===== config.mk =====
export PLATFORM = sky130hd
export DESIGN_NAME = mealy_step_ctrl
export DESIGN_NICKNAME = d
export VERILOG_FILES = /design/src/rtl/mealy_step_ctrl.sv
export SDC_FILE = /design/constraint.sdc
export NUM_CORES = 1
export LEC_CHECK = 0
export BUFFER_PORTS_ARGS = -buffer_cell sky130_fd_sc_hd__buf_2
export CAP_MARGIN = 25
export CORE_MARGIN = 2
export CORE_UTILIZATION = 35
export CTS_CLUSTER_DIAMETER = 100
export DETAILED_ROUTE_END_ITERATION = 10
export PLACE_DENSITY_LB_ADDON = 0.1
export SYNTH_ARGS = -nofsm -noshare
export SYNTH_HDL_FRONTEND = slang
export SYNTH_SLANG_ARGS = --single-unit

===== constraint.sdc =====
create_clock -name clk -period 2.9 [get_ports clk]
set_input_delay 0.58 -clock clk [delete_from_list [all_inputs] [get_ports clk]]
set_output_delay 0.58 -clock clk [all_outputs]
set_load 0.005 [all_outputs]

===== src/rtl/mealy_step_ctrl.sv =====
// Step/run controller for an externally stepped FSM: debounced single-step button,
// prescaled auto-run with stop-on-state, and a one-cycle state preload path.
module mealy_step_ctrl #(
    parameter int DEB_CYCLES = 4,
    parameter int TICK_DIV   = 8
) (
    input  logic       clk,
    input  logic       reset,
    input  logic       btn_step,
    input  logic       run_en,
    input  logic [1:0] rate_sel,
    input  logic       load_req,
    input  logic [2:0] load_state,
    input  logic       halt_en,
    input  logic [2:0] halt_state,
    input  logic [2:0] fsm_state,
    output logic       fsm_ctrl,
    output logic       fsm_reset,
    output logic [2:0] fsm_state_in,
    output logic [7:0] step_count,
    output logic       running,
    output logic       halted,
    output logic [2:0] state_dbg
);

    localparam int DW = (DEB_CYCLES > 1) ? $clog2(DEB_CYCLES + 1) : 1;
    localparam int PW = 19;

    typedef enum logic [2:0] {
        IDLE     = 3'd0,
        LOAD     = 3'd1,
        STEP     = 3'd2,
        WAIT_REL = 3'd3,
        RUN      = 3'd4
    } state_t;

    state_t          state_q, state_d;
    logic            sync1_q, sync1_d, sync2_q, sync2_d;
    logic [DW-1:0]   deb_cnt_q, deb_cnt_d;
    logic            btn_db_q, btn_db_d, btn_prev_q, btn_prev_d;
    logic            run_prev_q, run_prev_d;
    logic [PW-1:0]   presc_q, presc_d, period_q, period_d;
    logic            halt_chk_q, halt_chk_d;
    logic            fsm_ctrl_q, fsm_ctrl_d, fsm_reset_q, fsm_reset_d;
    logic [2:0]      fsm_state_in_q, fsm_state_in_d;
    logic [7:0]      step_count_q, step_count_d;
    logic            running_q, running_d, halted_q, halted_d;

    logic            btn_rise, run_rise, tc, take_load;
    logic [PW-1:0]   period_sel;

    always_comb begin
        state_d        = state_q;
        sync1_d        = btn_step;
        sync2_d        = sync1_q;
        deb_cnt_d      = deb_cnt_q;
        btn_db_d       = btn_db_q;
        btn_prev_d     = btn_db_q;
        run_prev_d     = run_en;
        presc_d        = presc_q;
        period_d       = period_q;
        fsm_ctrl_d     = 1'b0;
        fsm_reset_d    = 1'b0;
        fsm_state_in_d = fsm_state_in_q;
        step_count_d   = step_count_q;
        halted_d       = halted_q;
        take_load      = 1'b0;
        // The halt compare looks at fsm_state one cycle after the pulse the FSM consumed.
        halt_chk_d     = (state_q == RUN) && fsm_ctrl_q;

        btn_rise   = btn_db_q && !btn_prev_q;
        run_rise   = run_en && !run_prev_q;
        period_sel = PW'(TICK_DIV) << rate_sel;
        tc         = (presc_q == period_q - 1'b1);

        if (sync2_q == btn_db_q) begin
            deb_cnt_d = '0;
        end else if (deb_cnt_q == DW'(DEB_CYCLES - 1)) begin
            btn_db_d  = !btn_db_q;
            deb_cnt_d = '0;
        end else begin
            deb_cnt_d = deb_cnt_q + 1'b1;
        end

        case (state_q)
            IDLE: begin
                if (load_req) begin
                    take_load = 1'b1;
                end else if (run_rise) begin
                    state_d  = RUN;
                    presc_d  = '0;
                    period_d = period_sel;
                    halted_d = 1'b0;
                end else if (btn_rise) begin
                    state_d      = STEP;
                    fsm_ctrl_d   = 1'b1;
                    step_count_d = step_count_q + 8'd1;
                end
            end
            LOAD: state_d = IDLE;
            STEP: begin
                if (load_req) take_load = 1'b1;
                else          state_d   = WAIT_REL;
            end
            WAIT_REL: begin
                if (load_req)       take_load = 1'b1;
                else if (!btn_db_q) state_d   = IDLE;
            end
            RUN: begin
                if (load_req) begin
                    take_load = 1'b1;
                end else if (!run_en) begin
                    state_d = IDLE;
                end else if (halt_en && halt_chk_q && (fsm_state == halt_state)) begin
                    state_d  = IDLE;
                    halted_d = 1'b1;
                end else if (tc) begin
                    // New rate_sel is only sampled here, so a running period is never cut short.
                    fsm_ctrl_d   = 1'b1;
                    step_count_d = step_count_q + 8'd1;
                    presc_d      = '0;
                    period_d     = period_sel;
                end else begin
                    presc_d = presc_q + 1'b1;
                end
            end
            default: state_d = IDLE;
        endcase

        if (take_load) begin
            state_d        = LOAD;
            fsm_ctrl_d     = 1'b0;
            fsm_reset_d    = 1'b1;
            fsm_state_in_d = load_state;
            step_count_d   = 8'd0;
            halted_d       = 1'b0;
        end

        running_d = (state_d == RUN);
    end

    always_ff @(posedge clk) begin
        if (reset) begin
            state_q        <= IDLE;
            sync1_q        <= 1'b0;
            sync2_q        <= 1'b0;
            deb_cnt_q      <= '0;
            btn_db_q       <= 1'b0;
            btn_prev_q     <= 1'b0;
            run_prev_q     <= 1'b0;
            presc_q        <= '0;
            period_q       <= '0;
            halt_chk_q     <= 1'b0;
            fsm_ctrl_q     <= 1'b0;
            fsm_reset_q    <= 1'b0;
            fsm_state_in_q <= 3'd0;
            step_count_q   <= 8'd0;
            running_q      <= 1'b0;
            halted_q       <= 1'b0;
        end else begin
            state_q        <= state_d;
            sync1_q        <= sync1_d;
            sync2_q        <= sync2_d;
            deb_cnt_q      <= deb_cnt_d;
            btn_db_q       <= btn_db_d;
            btn_prev_q     <= btn_prev_d;
            run_prev_q     <= run_prev_d;
            presc_q        <= presc_d;
            period_q       <= period_d;
            halt_chk_q     <= halt_chk_d;
            fsm_ctrl_q     <= fsm_ctrl_d;
            fsm_reset_q    <= fsm_reset_d;
            fsm_state_in_q <= fsm_state_in_d;
            step_count_q   <= step_count_d;
            running_q      <= running_d;
            halted_q       <= halted_d;
        end
    end

    assign fsm_ctrl     = fsm_ctrl_q;
    assign fsm_reset    = fsm_reset_q;
    assign fsm_state_in = fsm_state_in_q;
    assign step_count   = step_count_q;
    assign running      = running_q;
    assign halted       = halted_q;
    assign state_dbg    = state_q;

endmodule


### After elaboration in Yosys (flattened, before gate mapping)

Cells that the tools add are included.

* memories kept: 0
* bits in read-only memories: 0
* output and inout bits: 18
* bits of input ports: 17
* bits in writable memories: 0
* bits in latches: 0
* word-level logic and storage cells: 107
* bits in registers: 65

* bitwise logic cells: 1
* add/sub/neg operators: 4
* equal/unequal tests: 17
* divide/modulo/power cells: 0
* magnitude comparators: 0
* $mul: 0
* mux-type cells: 50
* reductions and logical operators: 18
* shift operators: 1

Operators with widths (number)
* $mux W19: 12
* $pmux W19 S2: 2
* $mux W8: 7
* $mux W3: 10
* $add A19 B1 Y19 const B: 1
* $eq A19 B19 Y1: 1
* $shl A4 B2 Y19 const A: 1
* $sub A19 B1 Y19 const B: 1
* $ne A2 B2 Y1 const B: 8
* $pmux W8 S2: 1
* $mux W1: 15
* $pmux W3 S4: 1
* $reduce_and A6 Y1: 2
* $eq A3 B2 Y1 const B: 3
* $add A8 B1 Y8 const B: 1
* $reduce_and A8 Y1: 1
* $reduce_and A7 Y1: 1
* $eq A3 B3 Y1 const B: 2
* $logic_and A1 B1 Y1: 5
* $pmux W1 S2: 2
* $reduce_or A4 Y1: 1
* $add A3 B1 Y3 const B: 1
* $eq A3 B3 Y1: 1
* $logic_not A1 Y1: 3
* other kinds (8): 8

### Depth between registers and ports, before layout

* word-level depth: 8
* gate-level depth with buffers: 10
* gate-level depth less buffers: 8

### Worst setup path before layout

OpenSTA, ideal clock, no wires.

* kind: flip-flop to flip-flop
* from: reg period_q[5]
* to: reg fsm_ctrl_q, in the netlist fsm_ctrl
* stages on the path, launching flop included: 10
* library setup time: 103 ps
* buffers on the path: 2
* clock period less this slack: 2435 ps
* path slack: 465 ps
* data arrival time: 2331 ps
* required time: 2797 ps
* cell sequence: dfxtp_1 clkbuf_1 nor3_1 ha_1 or4_1 nand2_1 nand4_1 or4_1 buf_2 a2111oi_2

* longest elaborated chain between the ends: 7

Ends and longest elaborated chain
* start, declared: line 42 `logic [PW-1:0] presc_q, presc_d, period_q, period_d;`
* start signal, assigned: line 169 `period_q <= period_d;`
* $sub A19 B1 Y19: line 74 `tc = (presc_q == period_q - 1'b1);`
* $eq A19 B19 Y1: line 74
* $mux W1: line 117 `end else if (tc) begin`
* $mux W1: line 114 `end else if (halt_en && halt_chk_q && (fsm_state == halt_state)) begin`
* $mux W1: line 112 `end else if (!run_en) begin`
* $mux W1: line 110 `if (load_req) begin`
* $pmux W1 S2: line 85 `case (state_q)`
* end signal, assigned: line 171 `fsm_ctrl_q <= fsm_ctrl_d;`
* end, declared: line 44 `logic fsm_ctrl_q, fsm_ctrl_d, fsm_reset_q, fsm_reset_d;`

Every way passes these cells.
A chain may end at the register's enable or synchronous reset.

### Worst setup path after layout

* from: reg period_q[5]
* to: reg step_count_q[3], in the netlist step_count[3]

* longest elaborated chain between the ends: 4

Ends and longest elaborated chain
* $sub A19 B1 Y19: line 74
* $eq A19 B19 Y1: line 74
* $ne A2 B2 Y1 (no line)
* $reduce_and A8 Y1 (no line)
* end signal, assigned: line 174 `step_count_q <= step_count_d;`
* end, declared: line 46 `logic [7:0] step_count_q, step_count_d;`

Every way passes these cells.

==> results.json <==
{
  "status": "completed",
  "synth_top_area_share": 0.388,
  "ios": 35,
  "coreArea_sq_um": 7210,
  "synth_commonest_cells": "50 x dfxtp_1, 34 x nor2_1, 27 x nand2_1",
  "syn-num-nets": 324,
  "design_area_sq_um": 2890,
  "cts_tree": "yes",
  "critPathCaptureType": "flip-flop",
  "cts_inserted_buffers": 5,
  "r2r_start": "period_q[5]",
  "min_period_ns": 2.65,
  "ir_drop_mv": 0.262,
  "cts_setup_buffers": 0,
  "drv_cap": 0,
  "ys_seq_area_frac": 0.388,
  "drive_gt1_frac": 0.175,
  "drtPass1Iterations": 4,
  "syn-cell-area_sq_um": 2580,
  "ys_ff_latch": 50,
  "cp-start-kind": "flip-flop",
  "antenna_found_initial": 0,
  "drtIter0Drc": 119,
  "hold_violations": 0,
  "min_from": "deb_cnt_q[0]",
  "clock_skew_ns": 0.0111,
  "htreeDepth": 2,
  "die-area_sq_um": 8080,
  "syn_to_final_growth_pct": 12.1,
  "maxSlewViolCount": 0,
  "yosysUniqueCellTypes": 55,
  "via_count": 2154,
  "synth_enable_flop_cells": 0,
  "drc": 0,
  "final.period_utilization": 0.914,
  "cp.arrival_ns": 2.89,
  "die_w_um": 89.9,
  "cts_sinks": 50,
  "num_rows": 31,
  "grt_max_degree": 27,
  "insertedDiodeCount": 0,
  "synth.most_common_cell": "dfxtp_1",
  "placed_area_sq_um": 2820,
  "syn-mean-instance-area_sq_um": 8.58,
  "synth_top_flop_cell": "dfxtp_1",
  "finalSetupTns_ns": 0,
  "start_util": 0.358,
  "clockBufferDepth": 2,
  "fin_nets": 355,
  "cts_resized": 0,
  "cp_max_fo": 11,
  "grt_pass1_vias": 2021,
  "ant_nets": 0,
  "drt-total-wl_mm": 5.60,
  "yosys-top-cells-area": "dfxtp_1 39%, nor2_1 4.9%, xnor2_1 4.4%, nand2_1 3.9%, mux2i_1 3.5%",
  "hold_buffers": 0,
  "synthCells": 301,
  "path_clk_slew_ns": 0.09,
  "track_usage": 0.146,
  "die_h_um": 89.9,
  "setup_viol_count_final": 0,
  "crit_path_start": "period_q[5]",
  "critical_path_class": "flip-flop to flip-flop",
  "rsz0062_at_grt": "false",
  "via_per_inst": 5.00,
  "min_path_type": "flip-flop to flip-flop",
  "worst_slew_pin_slew_ns": 0.647,
  "critPathRequiredTime_ns": 3.14,
  "port_buffers": 34,
  "avgRoutedWirePerCell_um": 13.0,
  "clock_latency_ns": 0.31,
  "max_freq_mhz": 377,
  "relSlewSlack": 0.565,
  "yosys_warnings": 0,
  "async_reset_ff_frac": 0,
  "cts-root-buf": "clkbuf_8",
  "yosysTopAreaCell": "dfxtp_1",
  "dpl.hpwl_mm": 4.05,
  "powerDensity_nw_per_um2": 409,
  "grt_pass1_wl_mm": 9.69,
  "overflow": 0,
  "gp_congestion": 0.832,
  "power.static_leakage_uw": 0.00106
}
[worst paths after layout]
kind | to | slack [ns] | cells past startpoint
worst min-delay path | deb_cnt_q[0] | 0.43 | 1
worst max-delay path | step_count[3] | 0.25 | 8
worst min register to register | deb_cnt_q[0] | 0.43 | 1
worst max register to register | step_count[3] | 0.25 | 8
[flip-flops by register name, summed over array words and instances (netlist names)]
register	flops
fsm_state_in	3
fsm_reset	1
fsm_ctrl	1
halt_chk_q	1
sync2_q	1
run_prev_q	1
running	1
deb_cnt_q	3
btn_db_q	1
presc_q	19
sync1_q	1
state_dbg	3
step_count	8
btn_prev_q	1
halted	1
period_q	4
[area by class of cell]
| cell class | instances | area, sq um |
|---|---|---|
| Sequential cell | 50 | 1000 |
| Fill cell | 771 | 4320 |
| Timing Repair Buffer | 39 | 208 |
| Clock inverter | 2 | 10.0 |
| Inverter | 13 | 48.8 |
| Multi-Input combinational cell | 223 | 1430 |
| Clock buffer | 5 | 68.8 |
| Tap cell | 99 | 124 |
[report_power, final]
group / switching [uW] / internal (uW) / leakage [uW]
clock network: 226 / 162 / 0.0000438
logic: 55.4 / 37.5 / 0.000616
registers: 6.01 / 695 / 0.000405
[layout by cell type, fill, tap and decap left out, drive strengths merged, types with 5 or more instances in the layout]
master  instances
a21o            5
a21oi          16
buf            39
clkbuf          5
dfxtp          50
ha              6
inv            13
mux2i           9
nand2          27
nand2b         10
nand3          16
nand4           5
nor2           34
nor2b           6
nor3            9
nor4            5
o21ai           9
xnor2          13
xor2            8
[logic make-up (layout without fill, tap and decap cells)]
kind of cell	Yosys count	in the layout	synth area share
AOI/OAI and AO/OA	54	54	0.159
buffers and inverters	28	59	0.0572
and+or+nand+nor	133	133	0.261
muxes	9	9	0.0349
adders and majority gates	6	6	0.0291
DFF	50	50	0.388
xor gates and xnor gates	21	21	0.0712
[worst max-delay path: stages, from the launching register on]
cell and delay [ns]:
dfxtp_1 0.48, nor3_1 0.08, ha_1 0.19, or4_1 0.40, nand2_1 0.08, nand4_1 0.13
or4_1 0.73, a21boi_0 0.30, mux2i_1 0.20
[per-stage QoR]
step                cells  worst slack, ns  hold WS, ns  power [uW]   util
floorplan             301            0.465        0.399         781      -
global placement      424            0.306        0.413         810  0.390
global route          431          0.00619        0.443        1250  0.401
CTS                   431            0.259        0.429        1210  0.401
finish                431            0.251        0.425        1180  0.401
detailed placement    424            0.260        0.412         810  0.390
[metal layers]
layer	up-vias	wire length (um)	share of wire	GRT usage
li1	1109	-	-	-
met1	984	2900	0.52	0.211
met2	52	2370	0.42	0.205
met3	9	206	0.037	0.0327
met4	0	134	0.024	0.0705
met5	-	0	0	0
(Power assumes the default switching activity.)
